## config.mk

```make
export PLATFORM = sky130hd
export DESIGN_NAME = usb_reset_sequencer_flat
export DESIGN_NICKNAME = d
export VERILOG_FILES = /design/src/rtl/usb_reset_sequencer_if.sv /design/src/rtl/usb_reset_sequencer.sv /design/src/flat_wrapper.sv
export SDC_FILE = /design/constraint.sdc
export NUM_CORES = 1
export LEC_CHECK = 0
export BUFFER_PORTS_ARGS = -buffer_cell sky130_fd_sc_hd__buf_2
export CAP_MARGIN = 10
export CORE_MARGIN = 1.5
export CORE_UTILIZATION = 30
export CTS_BUF_LIST = sky130_fd_sc_hd__clkbuf_16
export DETAILED_ROUTE_END_ITERATION = 6
export SLEW_MARGIN = 20
export SYNTH_ARGS = -nofsm -noshare
export SYNTH_HDL_FRONTEND = slang
export SYNTH_SLANG_ARGS = --single-unit
```

## constraint.sdc

```tcl
create_clock -name clk48mhz -period 2.12 [get_ports clk48mhz]
set_input_delay 0.212 -clock clk48mhz [delete_from_list [all_inputs] [get_ports clk48mhz]]
set_output_delay 0.212 -clock clk48mhz [all_outputs]
set_load 0.005 [all_outputs]
```

## src/rtl/usb_reset_sequencer_if.sv

```systemverilog
// Lock/attach control bundle between the USB reset sequencer and its environment.
// The slave view is the sequencer itself; the master view drives lock and detach.
interface usb_reset_sequencer_if;
    logic       clk_locked;
    logic       detach;
    logic       core_rst_n;
    logic       pullup_en;
    logic       ready;
    logic [7:0] lock_loss_count;

    modport slave (
        input  clk_locked,
        input  detach,
        output core_rst_n,
        output pullup_en,
        output ready,
        output lock_loss_count
    );

    modport master (
        output clk_locked,
        output detach,
        input  core_rst_n,
        input  pullup_en,
        input  ready,
        input  lock_loss_count
    );
endinterface

```

## src/rtl/usb_reset_sequencer.sv

```systemverilog
// USB bring-up sequencer: qualifies PLL lock, holds the core in reset, then
// enables the D+ pull-up after the attach delay; any lock loss restarts it.
//
// state     | meaning
// ----------+------------------------------------------------------------
// WAIT_LOCK | core in reset, waiting for synchronized lock
// STABLE    | lock seen, counting LOCK_STABLE_CYCLES of continuous lock
// HOLD      | lock qualified, core reset held for RESET_HOLD_CYCLES
// DETACHED  | core running, pull-up off, counting the attach delay
// ATTACHED  | core running, pull-up on, device visible on the bus
module usb_reset_sequencer #(
    parameter int LOCK_STABLE_CYCLES  = 4800,
    parameter int RESET_HOLD_CYCLES   = 48,
    parameter int ATTACH_DELAY_CYCLES = 48000
) (
    input logic               clk48mhz,
    input logic               rst_n,
    usb_reset_sequencer_if.slave bus
);

    localparam int MAX_AB = (LOCK_STABLE_CYCLES > RESET_HOLD_CYCLES) ?
                            LOCK_STABLE_CYCLES : RESET_HOLD_CYCLES;
    localparam int MAX_P  = (MAX_AB > ATTACH_DELAY_CYCLES) ? MAX_AB : ATTACH_DELAY_CYCLES;
    localparam int CNT_W  = $clog2(MAX_P) + 1;

    localparam logic [CNT_W-1:0] STABLE_TC = CNT_W'(LOCK_STABLE_CYCLES - 1);
    localparam logic [CNT_W-1:0] HOLD_TC   = CNT_W'(RESET_HOLD_CYCLES - 1);
    localparam logic [CNT_W-1:0] ATTACH_TC = CNT_W'(ATTACH_DELAY_CYCLES - 1);

    typedef enum logic [2:0] {
        WAIT_LOCK,
        STABLE,
        HOLD,
        DETACHED,
        ATTACHED
    } state_t;

    state_t           state, state_nxt;
    logic [CNT_W-1:0] cnt, cnt_nxt;
    logic             lock_m, lock_s;
    logic             lock_loss;
    logic [7:0]       loss_count;

    // clk_locked comes straight from the PLL and is asynchronous to clk48mhz
    always_ff @(posedge clk48mhz or negedge rst_n) begin
        if (!rst_n) begin
            lock_m <= 1'b0;
            lock_s <= 1'b0;
        end else begin
            lock_m <= bus.clk_locked;
            lock_s <= lock_m;
        end
    end

    always_ff @(posedge clk48mhz or negedge rst_n) begin
        if (!rst_n) begin
            state <= WAIT_LOCK;
            cnt   <= '0;
        end else begin
            state <= state_nxt;
            cnt   <= cnt_nxt;
        end
    end

    always_comb begin
        state_nxt = state;
        cnt_nxt   = cnt + CNT_W'(1);
        lock_loss = 1'b0;
        case (state)
            WAIT_LOCK: if (lock_s) state_nxt = STABLE;
            STABLE: begin
                if (!lock_s)                state_nxt = WAIT_LOCK;
                else if (cnt == STABLE_TC)  state_nxt = HOLD;
            end
            HOLD: begin
                if (!lock_s)                state_nxt = WAIT_LOCK;
                else if (cnt == HOLD_TC)    state_nxt = DETACHED;
            end
            DETACHED: begin
                if (!lock_s) begin
                    state_nxt = WAIT_LOCK;
                    lock_loss = 1'b1;
                end else if (bus.detach) begin
                    cnt_nxt   = '0;
                end else if (cnt == ATTACH_TC) begin
                    state_nxt = ATTACHED;
                end
            end
            ATTACHED: begin
                if (!lock_s) begin
                    state_nxt = WAIT_LOCK;
                    lock_loss = 1'b1;
                end else if (bus.detach) begin
                    state_nxt = DETACHED;
                end
            end
            default: state_nxt = WAIT_LOCK;
        endcase
        // every state is timed from its own entry
        if (state_nxt != state) cnt_nxt = '0;
    end

    always_ff @(posedge clk48mhz or negedge rst_n) begin
        if (!rst_n)                             loss_count <= 8'd0;
        else if (lock_loss && loss_count != 8'hFF) loss_count <= loss_count + 8'd1;
    end

    assign bus.core_rst_n      = (state == DETACHED) || (state == ATTACHED);
    assign bus.pullup_en       = (state == ATTACHED);
    assign bus.ready           = (state == ATTACHED);
    assign bus.lock_loss_count = loss_count;

endmodule

```

## src/flat_wrapper.sv

```systemverilog
// flat-port wrapper written by rule: the top's interface ports become plain ports
module usb_reset_sequencer_flat 
#(
    parameter int LOCK_STABLE_CYCLES  = 4800,
    parameter int RESET_HOLD_CYCLES   = 48,
    parameter int ATTACH_DELAY_CYCLES = 48000
)
  (clk48mhz, rst_n, bus_clk_locked, bus_detach, bus_core_rst_n, bus_pullup_en, bus_ready, bus_lock_loss_count);
  usb_reset_sequencer_if bus_i ();
  input logic clk48mhz;
  input logic rst_n;
  input wire logic [$bits(bus_i.clk_locked)-1:0] bus_clk_locked;
  input wire logic [$bits(bus_i.detach)-1:0] bus_detach;
  output wire logic [$bits(bus_i.core_rst_n)-1:0] bus_core_rst_n;
  output wire logic [$bits(bus_i.pullup_en)-1:0] bus_pullup_en;
  output wire logic [$bits(bus_i.ready)-1:0] bus_ready;
  output wire logic [$bits(bus_i.lock_loss_count)-1:0] bus_lock_loss_count;
  assign bus_i.clk_locked = bus_clk_locked;
  assign bus_i.detach = bus_detach;
  assign bus_core_rst_n = bus_i.core_rst_n;
  assign bus_pullup_en = bus_i.pullup_en;
  assign bus_ready = bus_i.ready;
  assign bus_lock_loss_count = bus_i.lock_loss_count;
  usb_reset_sequencer #(.LOCK_STABLE_CYCLES(LOCK_STABLE_CYCLES), .RESET_HOLD_CYCLES(RESET_HOLD_CYCLES), .ATTACH_DELAY_CYCLES(ATTACH_DELAY_CYCLES)) u_core (.clk48mhz(clk48mhz), .rst_n(rst_n), .bus(bus_i));
endmodule
```

==> impl_metrics.json, run 1 <==
{
  "drive_gt1_frac": 0.224,
  "synthToLayoutAreaGrowth_pct": 23.8,
  "critPathMaxStageDelay_ns": 0.42,
  "drtIter0Drc": 102,
  "postCtsSetupBuffers": 0,
  "ctsHoldBuffers": 0,
  "start_util": 0.309,
  "vdd_drop_max_mv": 0.272,
  "cp.depth": 6,
  "regToRegStartpoint": "u_core.cnt[16]",
  "clock_skew_ns": 0.00421,
  "cpLargestDelayFamily": "simple AND/OR/NAND/NOR gates",
  "setup_viol": 0,
  "die_width_um": 75.3,
  "root_buffer": "clkbuf_16",
  "fin_cells": 253,
  "r2r-end": "u_core.cnt[4]",
  "worst_setup_path_start_kind": "flip-flop",
  "insertedDiodeCount": 0,
  "yosysWarnings": 0,
  "die-height_um": 75.3,
  "clk-insertion-delay-late_ns": 0.27,
  "holdWs_ns": -0.0212,
  "cp-end-kind": "flip-flop",
  "path_max_fanout": 17,
  "dp_cells": 245,
  "cts_sinks": 30,
  "critPathSlowestCell": "or3_4",
  "final_nets": 188,
  "violations": "negative hold slack",
  "cts_buffers": 5,
  "yosys.area.top_type": "dfrtp_1",
  "max_freq_ghz": 0.500,
  "yosysMostFrequentCell": "dfrtp_1",
  "gp_congestion": 0.815,
  "n_fill_cell": 523,
  "synthTopCellsByCount": "30 x dfrtp_1, 22 x nor2_1, 14 x xnor2_1",
  "required_ns": 2.27,
  "worst_pin_slew_ns": 0.678,
  "yosysSeqAreaShare": 0.478,
  "drv_slew": 0,
  "async_flop_share": 1.00,
  "grt_pass1_wl_um": 5150,
  "powerDensity_mw_per_mm2": 716,
  "syn-num-nets": 159,
  "grt_max_degree": 31,
  "ys.flop_type": "dfrtp_1",
  "rows": 26,
  "gr-total-overflow": 0,
  "coreArea_mm2": 0.00507,
  "cap_violations": 0,
  "drc": 0,
  "dr.pass1.iters": 7,
  "avgSynthCellArea_um2": 10.3,
  "dpl.hpwl_um": 2210,
  "path_class": "flip-flop to flip-flop",
  "setup_tns_ns": 0,
  "vias": 1238,
  "path_cells": "or3_4, nor4_4, a21boi_1, o32ai_4, buf_12, nor2_1",
  "cts_buffer_depth": 2,
  "synth_top_cells_by_area": "dfrtp_1 48%, xnor2_1 7.8%, nor2_1 5.3%",
  "cp_num_buf_inv": 1,
  "fin_util": 0.383,
  "totalWireLength_um": 3100,
  "path_clk_slew_ns": 0.05,
  "antenna_found_initial": 0,
  "period_minus_slack_ns": 2.00,
  "rsz0062_at_grt": "no",
  "synth_cell_types": 41,
  "htreeDepth": 2,
  "cts_tree": "built",
  "drt-wirelength-per-cell_um": 12.2,
  "grt_usage": 0.121,
  "grt_pass1_vias": 1120,
  "synth_top_area_share": 0.478,
  "cp-startpoint": "u_core.cnt[16]",
  "r2r_setup_slack_ns": 0.12,
  "hold_violations": 30,
  "critical_path.endpoint": "u_core.cnt[4]",
  "rr_worst_depth": 6,
  "io_buffers": 14,
  "pin_count": 15,
  "synthCells": 153,
  "syn_area_mm2": 0.00157,
  "synth_edf_count": 0,
  "die_area_mm2": 0.00568,
  "fin_crit_sh": 0.943,
  "max-slew-margin-rel": 0.548,
  "status": "finished with violations",
  "ant_nets": 0,
  "hp-class": "input pin to asynchronous set/reset pin",
  "crit_arrival_ns": 2.15,
  "p_leak_nw": 0.862,
  "vias_per_cell": 4.89,
  "synth-seq-cells": 30
}
[flip-flops by register name, indices dropped and copies added, names as in the netlist]
name and cells:
u_core.bus.lock_loss_count 8, u_core.cnt 17, u_core.lock_m 1, u_core.state 3, u_core.lock_s 1
[power by group]
| group | total (mW) | internal [mW] | leakage (nW) | switching, mW |
|---|---|---|---|---|
| Sequential | 0.623 | 0.599 | 0.405 | 0.0243 |
| Combinational | 0.124 | 0.0556 | 0.385 | 0.0684 |
| Clock | 0.645 | 0.422 | 0.0724 | 0.223 |
[stage by stage]
step | hold slack (ns) | cell area (um2) | setup slack [ns] | power [mW]
5_1_grt | 0.0427 | 1940 | 0.0335 | 1.45
2_1_floorplan | -0.0836 | 1570 | 0.134 | 0.708
3_3_place_gp | 0.284 | 1800 | 0.124 | 0.753
3_5_place_dp | 0.287 | 1800 | 0.113 | 0.756
4_1_cts | 0.00166 | 1940 | 0.0871 | 1.41
6_report | -0.0212 | 1940 | 0.120 | 1.39
[layer usage]
metal	track usage	routed length, um	vias to the layer above
met3	0.0265	114	13
met4	0.0615	57	0
met1	0.160	1460	587
met5	0	0	-
li1	-	-	601
met2	0.185	1470	37
[cells in the final DEF, fill, tap and decap left out, types with 2 or more instances in the layout]
| master | instances |
|---|---|
| a21oi_1 | 2 |
| dfrtp_1 | 30 |
| and3b_1 | 2 |
| inv_1 | 5 |
| nor4_1 | 2 |
| and2_1 | 2 |
| a21o_1 | 2 |
| ha_1 | 2 |
| buf_4 | 11 |
| and3_1 | 4 |
| xnor2_1 | 14 |
| xor2_1 | 8 |
| nand3_1 | 6 |
| nand4_1 | 10 |
| clkbuf_16 | 5 |
| nand2_1 | 9 |
| buf_2 | 14 |
| nor2_1 | 22 |
| a31oi_1 | 4 |
| nor3_1 | 4 |
[cells by family after synthesis]
kind of cell             count (synthesis)  synth area share
AO/OA/AOI/OAI                           16            0.0861
multiplexers                             1           0.00717
flip-flops                              30             0.478
adder cells (fa/ha/maj)                  2            0.0159
XOR/XNOR                                22             0.123
AND/OR/NAND/NOR                         74             0.262
buffers and inverters                    8            0.0279
[how the worst min path moves through the flow]
| stage | start | endpoint | slack, ns | depth (start not counted) |
|---|---|---|---|---|
| floorplan | rst_n | u_core.bus.lock_loss_count[0] | -0.08 | 0 |
| global placement | rst_n | u_core.lock_s | 0.28 | 1 |
| detailed placement | rst_n | u_core.lock_s | 0.29 | 1 |
| CTS | rst_n | u_core.state[2] | 0.002 | 1 |
| global route | rst_n | u_core.lock_s | 0.04 | 1 |
| finish | rst_n | u_core.state[2] | -0.02 | 1 |
[cell type report]
cell class                      count  area [um2]  share of cell area
Timing Repair Buffer               26         173              0.0888
Clock inverter                      3        12.5             0.00644
Multi-Input combinational cell    115         781               0.402
Sequential cell                    30         751               0.386
Inverter                            4        15.0             0.00772
Tap cell                           70        87.6              0.0450
Clock buffer                        5         125              0.0644
[repair_timing]
| action | CTS | global route |
|---|---|---|
| setup endpoints to repair | 0 | 17 |
| gates resized for setup | 0 | 1 |
| endpoints found under the hold margin | 0 | 0 |
(Power assumes the default switching activity.)
==> run 2, diff against run 1 <==
--- a/config.mk
+++ b/config.mk
@@ -11,6 +11,7 @@
 export CORE_UTILIZATION = 30
 export CTS_BUF_LIST = sky130_fd_sc_hd__clkbuf_16
 export DETAILED_ROUTE_END_ITERATION = 6
+export REMOVE_ABC_BUFFERS = 1
 export SLEW_MARGIN = 20
 export SYNTH_ARGS = -nofsm -noshare
 export SYNTH_HDL_FRONTEND = slang
==> constraint.sdc (replaced) <==
create_clock -name clk48mhz -period 2.12 [get_ports clk48mhz]
set_input_delay 0.318 -clock clk48mhz [delete_from_list [all_inputs] [get_ports clk48mhz]]
set_output_delay 0.318 -clock clk48mhz [all_outputs]
set_load 0.005 [all_outputs]
==> impl_metrics.json, run 2 (synthesis gave the netlist of run 1 again) <==
{
  "status": "finished clean",
  "pin_count": 15,
  "path_class": "flip-flop to flip-flop",
  "max_freq_ghz": 0.509,
  "cap_violations": 0,
  "coreArea_mm2": 0.00507,
  "postCtsSetupBuffers": 0,
  "p_total_mw": 1.40,
  "final_area_mm2": 0.00194,
  "ctsHoldBuffers": 0,
  "setup_tns_ns": 0,
  "grt_pass1_vias": 1142,
  "grt_pass1_wl_um": 5330,
  "drt-wirelength-per-cell_um": 12.5,
  "max-slew-margin-rel": 0.561,
  "start_util": 0.309,
  "largest_reg_flops": 17,
  "path_cells": "or3_4, nor4_4, a21boi_1, o32ai_4, buf_12, nor2_1",
  "cts_buffers": 5,
  "vias_per_cell": 4.70,
  "critPathSlowestCell": "dfrtp_1",
  "antenna_found_initial": 0,
  "critPathMaxStageDelay_ns": 0.42,
  "rows": 26,
  "p_leak_nw": 0.862,
  "cts-resized-gates": 0,
  "gr-total-overflow": 0,
  "fin_crit_sh": 0.927,
  "grt_max_degree": 31,
  "drc": 0,
  "drtIter0Drc": 86,
  "required_ns": 2.28,
  "cts_sinks": 30,
  "cts_buffer_depth": 2,
  "ant_nets": 0,
  "crit_arrival_ns": 2.12,
  "period_minus_slack_ns": 1.96,
  "synthToLayoutAreaGrowth_pct": 23.5,
  "powerDensity_mw_per_mm2": 721,
  "drv_slew": 0,
  "insertedDiodeCount": 0,
  "dpl.hpwl_um": 2230,
  "die-height_um": 75.3,
  "layout_common_cells": "30 x dfrtp_1, 22 x nor2_1, 14 x xnor2_1, 14 x buf_2, 11 x buf_4",
  "worst_pin_slew_ns": 0.659,
  "hold_violations": 0,
  "final_nets": 188,
  "clock_skew_ns": 0.00354,
  "path_max_fanout": 17,
  "place_area_mm2": 0.00180,
  "drive_gt1_frac": 0.219,
  "cts_tree": "built",
  "largest-register": "u_core.cnt",
  "gp_congestion": 0.836,
  "io_buffers": 14,
  "layout_commonest_cell": "dfrtp_1",
  "die_width_um": 75.3,
  "totalWireLength_um": 3170,
  "hp-class": "input pin to asynchronous set/reset pin",
  "vias": 1189,
  "vdd_drop_max_mv": 0.399,
  "die_area_mm2": 0.00568,
  "rsz0062_at_grt": "no",
  "root_buffer": "clkbuf_16",
  "setup_viol": 0,
  "clk-insertion-delay-late_ns": 0.27,
  "grt_usage": 0.125,
  "cp-end-kind": "flip-flop",
  "worst_setup_path_start_kind": "flip-flop",
  "path_clk_slew_ns": 0.05,
  "htreeDepth": 2,
  "dr.pass1.iters": 4
}
[run 2: cell counts in the layout (fill, tap and decap cells not counted)]
Identical to the previous run, type by type.
[run 2: stage by stage]
stage	cells	util	setup WS, ns	hold slack, ns
after floorplan	149	-	0.114	0.0224
after global placement	245	0.355	0.157	0.343
after detailed placement	245	0.355	0.139	0.342
after CTS	253	0.382	0.143	0.111
after global routing	253	0.382	0.0264	0.146
final	253	0.382	0.155	0.0784
[run 2: metal layers]
layer,vias to the layer above,part of all wire,track usage
met1,558,0.48,0.168
met2,27,0.47,0.189
met4,0,0.0054,0.0397
li1,602,-,-
met3,2,0.049,0.0450
met5,-,0,0
[run 2: worst paths after layout]
check / from / endpoint / slack, ns / cells past startpoint
setup / recovery: u_core.cnt[10] / u_core.cnt[6] / 0.16 / 6
hold / removal: rst_n / u_core.cnt[2] / 0.08 / 1
setup reg to reg: u_core.cnt[10] / u_core.cnt[6] / 0.16 / 6
hold reg to reg: u_core.lock_m / u_core.lock_s / 0.37 / 0
max in group asynchronous: rst_n / u_core.bus.lock_loss_count[0] / 1.61 / 1
min in group clk48mhz: bus_clk_locked / u_core.lock_m / 0.16 / 1
[run 2: final cells by class]
| type | count | area [um2] |
|---|---|---|
| repair buffers | 26 | 173 |
| clock inverters | 3 | 12.5 |
| fillers | 538 | 3140 |
| flip-flops and latches | 30 | 751 |
| multi-input cells | 115 | 776 |
| inverters | 4 | 15.0 |
| well taps | 70 | 87.6 |
| clock buffers | 5 | 125 |
[run 2: power breakdown]
part | total (mW) | internal [mW] | switching (mW) | leakage [nW]
registers | 0.623 | 0.599 | 0.0246 | 0.405
logic | 0.120 | 0.0543 | 0.0655 | 0.385
clock network | 0.656 | 0.423 | 0.233 | 0.0724
[run 2: critical path, delay by kind of cell (launching register included)]
| kind | cells | cell delay (ns) |
|---|---|---|
| flops | 1 | 0.42 |
| simple gates | 3 | 0.79 |
| buf+inv | 1 | 0.18 |
| compound gates | 2 | 0.46 |
